==> src/rtl/booth_radix4_mult_if.sv <==
// Load/done handshake bundle for the radix-4 Booth multiplier.
interface booth_radix4_mult_if #(
  parameter int WIDTH = 8
);
  logic                 load;
  logic                 is_signed;
  logic [WIDTH-1:0]     a;
  logic [WIDTH-1:0]     b;
  logic                 ready;
  logic                 busy;
  logic [2*WIDTH-1:0]   product;
  logic                 done;

  modport master (
    output load, is_signed, a, b,
    input  ready, busy, product, done
  );

  modport slave (
    input  load, is_signed, a, b,
    output ready, busy, product, done
  );
endinterface

==> src/rtl/booth_radix4_mult.sv <==
// Sequential radix-4 modified-Booth multiplier, two multiplier bits per clock.
// Signed or unsigned operands per operation; fixed latency of N_ITER edges.
module booth_radix4_mult #(
  parameter int WIDTH = 8
) (
  input  logic               clk,
  input  logic               rst,
  booth_radix4_mult_if.slave bus
);

  localparam int N_ITER = WIDTH / 2 + 1;
  // Extended multiplier width: 2 extra bits so the top triplet carries the sign/zero.
  localparam int EW     = WIDTH + 2;
  // Accumulator high part: wide enough for +-2a plus carried partial sums.
  localparam int HW     = WIDTH + 4;
  // Full shift register: {accumulator, extended multiplier, implicit b[-1]}.
  localparam int PW     = HW + EW + 1;
  localparam int CW     = $clog2(N_ITER + 1);

  generate
    if (WIDTH < 4 || (WIDTH % 2) != 0) begin : g_bad_width
      $error("booth_radix4_mult: WIDTH must be even and >= 4");
    end
  endgenerate

  typedef enum logic [1:0] {S_IDLE, S_RUN, S_DONE} state_t;

  state_t               r_state;
  state_t               w_state_nxt;

  logic [HW-1:0]        r_a;
  logic [PW-1:0]        r_p;
  logic [CW-1:0]        r_cnt;
  logic [2*WIDTH-1:0]   r_product;

  logic                 w_accept;
  logic                 w_last;
  logic [HW-1:0]        w_a_ext;
  logic [EW-1:0]        w_b_ext;
  logic [HW-1:0]        w_addend;
  logic [HW-1:0]        w_hi_sum;
  logic [PW-1:0]        w_p_sum;
  logic [PW-1:0]        w_p_shift;
  logic                 w_ready;
  logic                 w_busy;
  logic                 w_done;

  assign w_accept = (r_state == S_IDLE) && bus.load;
  assign w_last   = (r_state == S_RUN) && (r_cnt == CW'(N_ITER - 1));

  assign w_a_ext  = {{(HW - WIDTH){bus.is_signed & bus.a[WIDTH-1]}}, bus.a};
  assign w_b_ext  = {{(EW - WIDTH){bus.is_signed & bus.b[WIDTH-1]}}, bus.b};

  // Booth recoding of the current low triplet into a multiple of the multiplicand.
  always_comb begin
    w_addend = '0;
    case (r_p[2:0])
      3'b001, 3'b010: w_addend = r_a;
      3'b011:         w_addend = r_a << 1;
      3'b100:         w_addend = -(r_a << 1);
      3'b101, 3'b110: w_addend = -r_a;
      default:        w_addend = '0;
    endcase
  end

  // Add into the high part, then arithmetic shift the whole register by 2;
  // after N_ITER steps the exact product sits in r_p[PW-1:1].
  assign w_hi_sum  = r_p[PW-1:EW+1] + w_addend;
  assign w_p_sum   = {w_hi_sum, r_p[EW:0]};
  assign w_p_shift = {{2{w_p_sum[PW-1]}}, w_p_sum[PW-1:2]};

  // Datapath: capture operands on accept, iterate in RUN, latch result on last step.
  always_ff @(posedge clk or negedge rst) begin
    if (!rst) begin
      r_a       <= '0;
      r_p       <= '0;
      r_cnt     <= '0;
      r_product <= '0;
    end else if (w_accept) begin
      r_a   <= w_a_ext;
      r_p   <= {{HW{1'b0}}, w_b_ext, 1'b0};
      r_cnt <= '0;
    end else if (r_state == S_RUN) begin
      r_p   <= w_p_shift;
      r_cnt <= r_cnt + CW'(1);
      if (w_last) begin
        r_product <= w_p_shift[2*WIDTH:1];
      end
    end
  end

  // State register.
  always_ff @(posedge clk or negedge rst) begin
    if (!rst) begin
      r_state <= S_IDLE;
    end else begin
      r_state <= w_state_nxt;
    end
  end

  // Next-state logic; load is only honoured in IDLE.
  always_comb begin
    w_state_nxt = r_state;
    case (r_state)
      S_IDLE:  if (bus.load) w_state_nxt = S_RUN;
      S_RUN:   if (w_last)   w_state_nxt = S_DONE;
      S_DONE:                w_state_nxt = S_IDLE;
      default:               w_state_nxt = S_IDLE;
    endcase
  end

  // Handshake outputs decoded from the state.
  always_comb begin
    w_ready = 1'b0;
    w_busy  = 1'b0;
    w_done  = 1'b0;
    case (r_state)
      S_IDLE:  w_ready = 1'b1;
      S_RUN:   w_busy  = 1'b1;
      S_DONE:  begin
        w_busy = 1'b1;
        w_done = 1'b1;
      end
      default: w_ready = 1'b1;
    endcase
  end

  assign bus.ready   = w_ready;
  assign bus.busy    = w_busy;
  assign bus.done    = w_done;
  assign bus.product = r_product;

endmodule

==> src/flat_wrapper.sv <==
// flat-port wrapper written by rule: the top's interface ports become plain ports
module booth_radix4_mult_flat 
#(
  parameter int WIDTH = 8
)
  (clk, rst, bus_load, bus_is_signed, bus_a, bus_b, bus_ready, bus_busy, bus_product, bus_done);
  booth_radix4_mult_if #(.WIDTH(WIDTH)) bus_i ();
  input  logic clk;
  input  logic rst;
  input wire logic [$bits(bus_i.load)-1:0] bus_load;
  input wire logic [$bits(bus_i.is_signed)-1:0] bus_is_signed;
  input wire logic [$bits(bus_i.a)-1:0] bus_a;
  input wire logic [$bits(bus_i.b)-1:0] bus_b;
  output wire logic [$bits(bus_i.ready)-1:0] bus_ready;
  output wire logic [$bits(bus_i.busy)-1:0] bus_busy;
  output wire logic [$bits(bus_i.product)-1:0] bus_product;
  output wire logic [$bits(bus_i.done)-1:0] bus_done;
  assign bus_i.load = bus_load;
  assign bus_i.is_signed = bus_is_signed;
  assign bus_i.a = bus_a;
  assign bus_i.b = bus_b;
  assign bus_ready = bus_i.ready;
  assign bus_busy = bus_i.busy;
  assign bus_product = bus_i.product;
  assign bus_done = bus_i.done;
  booth_radix4_mult #(.WIDTH(WIDTH)) u_core (.clk(clk), .rst(rst), .bus(bus_i));
endmodule
==> config.mk <==
export PLATFORM = sky130hd
export DESIGN_NAME = booth_radix4_mult_flat
export DESIGN_NICKNAME = d
export VERILOG_FILES = /design/src/rtl/booth_radix4_mult_if.sv /design/src/rtl/booth_radix4_mult.sv /design/src/flat_wrapper.sv
export SDC_FILE = /design/constraint.sdc
export NUM_CORES = 1
export LEC_CHECK = 0
export ABC_AREA = 1
export CORE_MARGIN = 10
export CORE_UTILIZATION = 45
export DETAILED_ROUTE_END_ITERATION = 8
export PLACE_DENSITY = 0.76
export RECOVER_POWER = 50
export REMOVE_ABC_BUFFERS = 1
export SYNTH_ARGS = -nofsm -noshare
export SYNTH_HDL_FRONTEND = slang
export SYNTH_SLANG_ARGS = --single-unit
export TNS_END_PERCENT = 50
==> constraint.sdc <==
create_clock -name clk -period 2.6 [get_ports clk]
set_input_delay 0.78 -clock clk [delete_from_list [all_inputs] [get_ports clk]]
set_output_delay 0.78 -clock clk [all_outputs]
set_load 0.05 [all_outputs]
# Word level (Yosys, flattened, before mapping)
# Index checks and enable logic that the tools add are counted.
totals:
  ff_bits: 53
  latchBits: 0
  mem_bits_rw: 0
  rom_bits: 0
  in_bits: 20
  output_inout_bits: 19
  mem_count: 0
classes:
  add_sub_neg: 4
  multipliers: 0
  div: 0
  n_lt_le_gt_ge: 0
  n_eq_ne: 11
  n_shift: 0
  n_mux: 11
  bitwise_logic: 3
  reduce_logical: 9
op_table:
  columns: ["cell", "count"]
  rows:
  - ["case mux 12 bit (4 select lines)", 1]
  - ["2-to-1 mux 23 bit", 2]
  - ["negator 12 bit", 2]
  - ["adder 12 bit", 1]
  - ["== test 3 bit, second input constant", 4]
  - ["== test 3 x 2 -> 1 bit, second input constant", 2]
  - ["2-to-1 mux 3 bit", 2]
  - ["OR reduction 2 bit", 3]
  - ["2-to-1 mux 2 bit", 2]
  - ["case mux 2 bit (2 select lines)", 1]
  - ["adder 3 x 1 -> 3 bit, second input constant", 1]
  - ["== test 3 x 1 -> 1 bit, second input constant", 1]
  - ["2-to-1 mux 1 bit", 3]
  - ["AND reduction 3 bit", 1]
  - ["bitwise AND 1 bit", 2]
  - ["== test 2 x 1 -> 1 bit, second input constant", 1]
  - ["== test 2 bit, second input constant", 1]
  - ["logical AND 1 bit", 2]
  - ["zero test 2 bit", 1]
  - ["inequality test 2 x 1 -> 1 bit, second input constant", 1]
  - ["inequality test 2 bit, second input constant", 1]
  - ["AND reduction 2 bit", 1]
  - ["nonzero test 2 bit", 1]
  - ["NOT 1 bit", 1]

# Depth between registers and ports, before layout
# Gate-level depths: netlist of the first run.
logic_depth:
  ltp_word: 6
  mapped_depth: 19
  depth_no_buf: 19

# Worst setup path before layout of the first run
# No wires, ideal clock.
synth_path:
  kind: "register -> register"
  startpoint: "register u_core.r_a[1]"
  endpoint: "register u_core.r_p[17]"
  arrival_time_ns: 2.299
  setup_slack_ns: 0.179
  path_stages_with_launch: 16
  path_buffers: 0
  path_cell_list: "dfrtp_1 > inv_1 > ha_1 > nand2_2 > nor2_2 > xor2_1 > inv_1 > nand2_1 > o21ai_0 > a21oi_1 > o21ai_0 > ha_1 > nand2_1 > or3_1 > a21oi_1 > o21ai_1"
synth_via:
  elab_chain_len: 5
  elab_cells_between_ends: 6
synth_rtl:
  columns: ["element", "line_no", "text"]
  rows:
  - ["start: declaration", "booth_radix4_mult.sv:31", "logic [HW-1:0] r_a;"]
  - ["start signal: assignment", "booth_radix4_mult.sv:80", "r_a <= w_a_ext;"]
  - ["negator 12 bit (on tied branches)", "booth_radix4_mult.sv:61, booth_radix4_mult.sv:60", null]
  - ["case mux 12 bit (4 select lines) *", "booth_radix4_mult.sv:57", "case (r_p[2:0])"]
  - ["adder 12 bit *", "booth_radix4_mult.sv:68", "assign w_hi_sum = r_p[PW-1:EW+1] + w_addend;"]
  - ["2-to-1 mux 23 bit *", "booth_radix4_mult.sv:83", "end else if (r_state == S_RUN) begin"]
  - ["2-to-1 mux 23 bit *", "booth_radix4_mult.sv:79", "end else if (w_accept) begin"]
  - ["end signal: assignment", "booth_radix4_mult.sv:81", "r_p <= {{HW{1'b0}}, w_b_ext, 1'b0};"]
  - ["end signal: assignment", "booth_radix4_mult.sv:84", "r_p <= w_p_shift;"]
  - ["end: declaration", "booth_radix4_mult.sv:32", "logic [PW-1:0] r_p;"]
# Every way passes the cells marked *; elsewhere a longest branch is shown, timed or not. The select of a mux whose other input is x is not followed.
# A chain may end at the register's enable or synchronous reset.

# Worst setup path after layout of the first run
layout_path:
  startpoint: "register u_core.r_a[0]"
  endpoint: "register u_core.r_p[21]"
# Same word-level chain as after synthesis.

==> impl_metrics.yaml, run 1 <==
setup_path:
  path_delay_family: "simple AND/OR/NAND/NOR gates"
  path_class: "flip-flop to flip-flop"
  cp-start-kind: "flip-flop"
  r2r_slack_ps: -10
  crit_buf_inv: 2
  reg2reg_to: "u_core.r_p[21]"
  crit_required_ps: 2820
  crit_chain: "inv_2, ha_4, nand2_4, nor3_4, xor2_1, inv_1, nand2_1, o2111ai_1, ha_1, nand2_1, nor2_2, and3_1, nor2_2, nand3b_1, nand3_1, nand2_1"
  crit_top_cell: "nand2_1"
  crit_arrival_ps: 2840
  ff2ff_path_depth: 16
  critPathSlowestCell: "dfrtp_1"
  cp_slowest_stage_delay_ps: 450
  r2r_start: "u_core.r_a[0]"
  critPathMaxFanout: 3
  end_kind: "flip-flop"
layout:
  seqCellArea_um2: 1280
  layout-drive-gt1-share_pct: 17.5
  syn_to_final_growth_pct: 28.5
  instances_no_fill: 536
  final_util_pct: 58.7
  fill_cells: 590
  diodes: 0
  layout.nets: 495
  multi_input_area_um2: 1780
sta:
  finalSetupViolations: 1
  slew_viol_final: 0
  worst_slew_pin_slew_ps: 1190
  hold_viol: 0
  skew_ps: 7.68
  max_slew_margin_pct: 20.8
  period_share_pct: 101
  min_period_ps: 2610
  setup-tns-final_ps: -13.9
  max_freq_ghz: 0.383
  worst_slack_ps: -13.9
  rsz0062_at_grt: "yes"
routing:
  drtIter0Drc: 163
  routed_via_density: 5.47
  wl_mm: 8.41
  wl_per_cell_um: 15.7
  drc: 0
  drtAntennaViolNets: 0
  vias: 2934
  firstDrtPassIters: 5
cts:
  cts_tree: "built"
  clockBufferDepth: 2
  cts.htree.levels: 2
  ctsRootBufferMaster: "clkbuf_8"
  cts_sinks: 51
  clk_pin_slew_ps: 100
  cts_buffers: 5
  clkLatencyLatePin_ps: 320
hold_path:
  min_from: "u_core.bus.product[4]"
  min_path_cells: 2
  hp-class: "flip-flop to flip-flop"
  whs_endpoint: "u_core.bus.product[4]"
global_routing:
  grt_usage_pct: 16.4
  use_met2_pct: 26.8
  grt_use_met3_pct: 4.09
  grt_busiest_layer: "met2"
  grtUsageMet1_pct: 20.8
  grt_pass1_vias: 2860
  grt_overflow: 0
  grt_pass1_wl_mm: 13.8
  grt_max_degree: 31
  antenna_found_initial: 0
floorplan:
  row_count: 30
  die_h_um: 103
  die_x_um: 103
  core_um2: 6720
  dieArea_um2: 10500
  ios: 39
  initial_utilization_pct: 45.6
yosys:
  yosys.cell_count.top_type: "nand2_1"
  seq_area_frac_synth_pct: 41.6
  synth_edf_count: 0
  syn_area_um2: 3070
  synth_ff_type: "dfrtp_1"
  synthTopCellsByArea: "dfrtp_1 42%, nand2_1 15%, ha_1 7.8%"
  yosysTopAreaCellShare_pct: 41.6
  synth_top_cell_by_area: "dfrtp_1"
  synth_warnings: 0
  netlist_instances: 393
  syn_area_per_cell_um2: 7.80
  async_reset_ff_share_pct: 100
  ys_seq_elements: 51
  ys_types: 40
  ys_top_cells_by_count: "121 x nand2_1, 51 x dfrtp_1, 39 x inv_1"
run:
  maxCapViolCount: 0
placement:
  portBuffers: 38
  gp_congestion: 0.984
  dp_hpwl_mm: 5.99
  place_inst: 522
run_status:
  violations: "negative setup slack"
  status: "complete, but fails checks"
worst min-delay path, cell delays in order, from the launching register on:
cell,delay (ps)
dfrtp_1,360
nand2_1,50
nand2_1,60
area by class of cell:
class,instances,share of cell area (%)
inverters,43,4.10
clock inverters,2,0.413
multi-input cells,292,45.1
repair buffers,62,13.6
well taps,80,2.54
clock buffers,6,1.84
flip-flops and latches,51,32.4
what timing repair did:
| action | in CTS | in global routing |
|---|---|---|
| hold buffers | 0 | 0 |
| setup buffers | 2 | 4 |
| resized for setup | 15 | 35 |
| setup endpoints to repair | 6 | 14 |
| pin swaps | 6 | 16 |
through the flow:
stage / cell area, um^2 / setup WS (ps) / hold WS (ps)
after global routing: 3940 / -183 / 507
after CTS: 3790 / 1.48 / 444
after detailed placement: 3650 / -40.3 / 472
final: 3940 / -13.9 / 491
after floorplan: 3040 / 179 / 442
after global placement: 3650 / 4.06 / 465
kinds of logic after synthesis:
family	after synthesis	synth area share [%]
AO/OA/AOI/OAI	72	14.0
AND/OR/NAND/NOR	190	26.8
adder cells (fa/ha/maj)	20	8.40
buffers and inverters	50	6.28
XOR/XNOR	10	2.86
flip-flops	51	41.6
flip-flops by register name, summed over array words and instances, names as in the netlist:
name,cells
u_core.bus.product,16
u_core.r_a,9
u_core.r_cnt,3
u_core.r_p,21
u_core.r_state,2
layout by cell type, fill, tap and decap left out, drive strengths merged, types with 2 or more instances in the layout:
cell type,synthesis,routed
nand2,124,124
dfrtp,51,51
inv,42,43
clkdlybuf4s50,0,34
o21ai,31,31
nor2,29,29
nand3,27,27
buf,4,24
ha,19,19
a21oi,17,17
clkbuf,3,10
xor2,8,8
o221ai,6,6
o22ai,4,4
o2111ai,4,4
nand4,3,3
xnor2,2,2
o211ai,2,2
nor3,2,2
a211oi,2,2
a31oi,2,2
or2,2,2
worst max path at each step:
| stage | cells after the start | slack [ps] | startpoint | to |
|---|---|---|---|---|
| 3_3_place_gp | 17 | 4 | u_core.r_a[0] | u_core.r_p[21] |
| 5_1_grt | 16 | -180 | u_core.r_a[0] | u_core.r_p[21] |
| 2_1_floorplan | 15 | 180 | u_core.r_a[1] | u_core.r_p[17] |
| 3_5_place_dp | 19 | -40 | u_core.r_a[0] | u_core.r_p[21] |
| 6_report | 16 | -10 | u_core.r_a[0] | u_core.r_p[21] |
| 4_1_cts | 17 | 1 | u_core.r_a[0] | u_core.r_p[21] |
routing by layer:
| layer | vias up | part of all wire [%] |
|---|---|---|
| met1 | 1421 | 44 |
| met3 | 11 | 5.2 |
| met2 | 82 | 49 |
| met5 | - | 0 |
| li1 | 1420 | - |
| met4 | 0 | 1.6 |
Power of run 1 is left out: the tool's default activity adds up to more than one toggle a clock period on the data nets, which glitch-free logic cannot reach.
==> run 2, diff against run 1 <==
- GPL_ROUTABILITY_DRIVEN: unset -> 0
==> run 2 against run 1 <==
Compared with the run above:
- the flow finishes with violations (max-capacitance violations, max-slew violations, negative setup slack)
- sequential cell count unchanged
- non-clock buffer count rose by 7
- register-to-register slack lost 60 ps
- wire length is 5.0% higher
==> impl_metrics.yaml, run 2 (synthesis results as in run 1) <==
sta:
  min_period_ps: 2670
  skew_ps: 9.12
  worst_slew_pin_slew_ps: 1580
  max_slew_margin_pct: -5.36
  finalSetupViolations: 2
  max_freq_ghz: 0.374
  slew_viol_final: 28
  period_share_pct: 103
  hold_viol: 0
  setup-tns-final_ps: -79.2
  rsz0062_at_grt: "yes"
  worst_slack_ps: -70.6
setup_path:
  cp_slowest_stage_delay_ps: 440
  critPathMaxFanout: 5
  crit_arrival_ps: 2880
  crit_required_ps: 2810
  critPathSlowestCell: "ha_2"
  crit_chain: "buf_6, nor3_4, nand3_2, xor2_1, nand2_1, o2111ai_1, ha_2, nand2_1, nor2_2, and3_4, nor2_2, nand3b_1, nand3_1, nand2_1"
  path_class: "flip-flop to flip-flop"
  cp-start-kind: "flip-flop"
  end_kind: "flip-flop"
  crit_top_cell: "nand2_1"
floorplan:
  die_h_um: 103
  die_x_um: 103
  ios: 39
  row_count: 30
  initial_utilization_pct: 45.6
  core_um2: 6720
  dieArea_um2: 10500
routing:
  drtAntennaViolNets: 0
  drtIter0Drc: 233
  drc: 0
  wl_per_cell_um: 16.3
  wl_mm: 8.83
  firstDrtPassIters: 5
  vias: 3037
  routed_via_density: 5.59
global_routing:
  grt_busiest_layer: "met2"
  antenna_found_initial: 0
  use_met2_pct: 26.2
  grtUsageMet1_pct: 20.2
  grt_use_met3_pct: 3.15
  grt_pass1_wl_mm: 13.5
  grt_max_degree: 28
  grt_overflow: 0
  grt_pass1_vias: 2907
  grt_usage_pct: 16.0
layout:
  seqCellArea_um2: 1280
  final_util_pct: 61.4
  multi_input_area_um2: 1900
  instances_no_fill: 543
  fill_cells: 535
  final_common_cell: "nand2_1"
  final_cell_mix: "115 x nand2_1, 50 x dfrtp_1, 35 x inv_1"
  syn_to_final_growth_pct: 34.6
  largest_register_ff_count: 21
  layout-drive-gt1-share_pct: 22.0
  diodes: 0
  top_register: "u_core.r_p"
  layout.nets: 502
cts:
  cts_sinks: 51
  cts_hold_buf: 0
  clockBufferDepth: 2
  clk_pin_slew_ps: 110
  cts.htree.levels: 2
  clkLatencyLatePin_ps: 320
  cts_buffers: 5
  cts_tree: "built"
  ctsRootBufferMaster: "clkbuf_8"
hold_path:
  hp-class: "flip-flop to flip-flop"
placement:
  dp_hpwl_mm: 5.92
  portBuffers: 38
  place_inst: 518
run:
  maxCapViolCount: 1
run_status:
  status: "complete, but fails checks"
  violations: "max-capacitance violations, max-slew violations, negative setup slack"
[run 2: path summary, 6_finish.rpt]
check	from	end	slack, ps	depth (start not counted)
worst max-delay path	u_core.r_a[0]	u_core.r_p[21]	-70	14
worst min-delay path	u_core.bus.product[9]	u_core.bus.product[9]	490	2
worst max register to register	u_core.r_a[0]	u_core.r_p[21]	-70	14
worst min register to register	u_core.bus.product[9]	u_core.bus.product[9]	490	2
max in group asynchronous	rst	u_core.r_a[2]	510	2
min in group asynchronous	rst	u_core.r_p[18]	840	1
[run 2: what timing repair did]
action	4_1_cts	5_1_grt
setup buffers	3	14
setup endpoints to repair	8	10
cloned	0	0
gates resized for setup	9	65
pin swaps	4	34
[run 2: layout make-up]
class / instances / share of cell area (%)
well taps: 80 / 2.42
clock inverters: 2 / 0.394
multi-input cells: 292 / 46.1
inverters: 43 / 3.91
clock buffers: 6 / 1.76
repair buffers: 69 / 14.5
flip-flops and latches: 51 / 30.9
[run 2: metrics by stage]
stage / hold WS (ps) / setup slack (ps) / area (um^2)
floorplan: 442 / 179 / 3040
global placement: 464 / 32.1 / 3610
detailed placement: 466 / -126 / 3610
CTS: 495 / 1.18 / 3750
global route: 513 / -223 / 4130
finish: 493 / -70.6 / 4130
[run 2: worst max-delay path, delay by kind of cell (launching register included)]
family / cells / cell delay, ps
XOR/XNOR: 1 / 160
AO/OA/AOI/OAI: 1 / 150
adder cells (fa/ha/maj): 1 / 440
flip-flops: 1 / 410
AND/OR/NAND/NOR: 10 / 1250
buffers and inverters: 1 / 130
[run 2: per-layer routing]
| metal | part of all wire, % | vias to the layer above |
|---|---|---|
| li1 | - | 1440 |
| met1 | 42 | 1439 |
| met2 | 49 | 131 |
| met3 | 6.2 | 27 |
| met4 | 2.6 | 0 |
| met5 | 0 | - |
Power of run 2 is left out for the same reason.
==> run 3, diff against run 2 <==
- GPL_ROUTABILITY_DRIVEN: 0 -> unset
==> results of run 3 <==
Final layout, timing and power as in run 1 (identical DEF).
Power of run 3 is left out for the same reason.
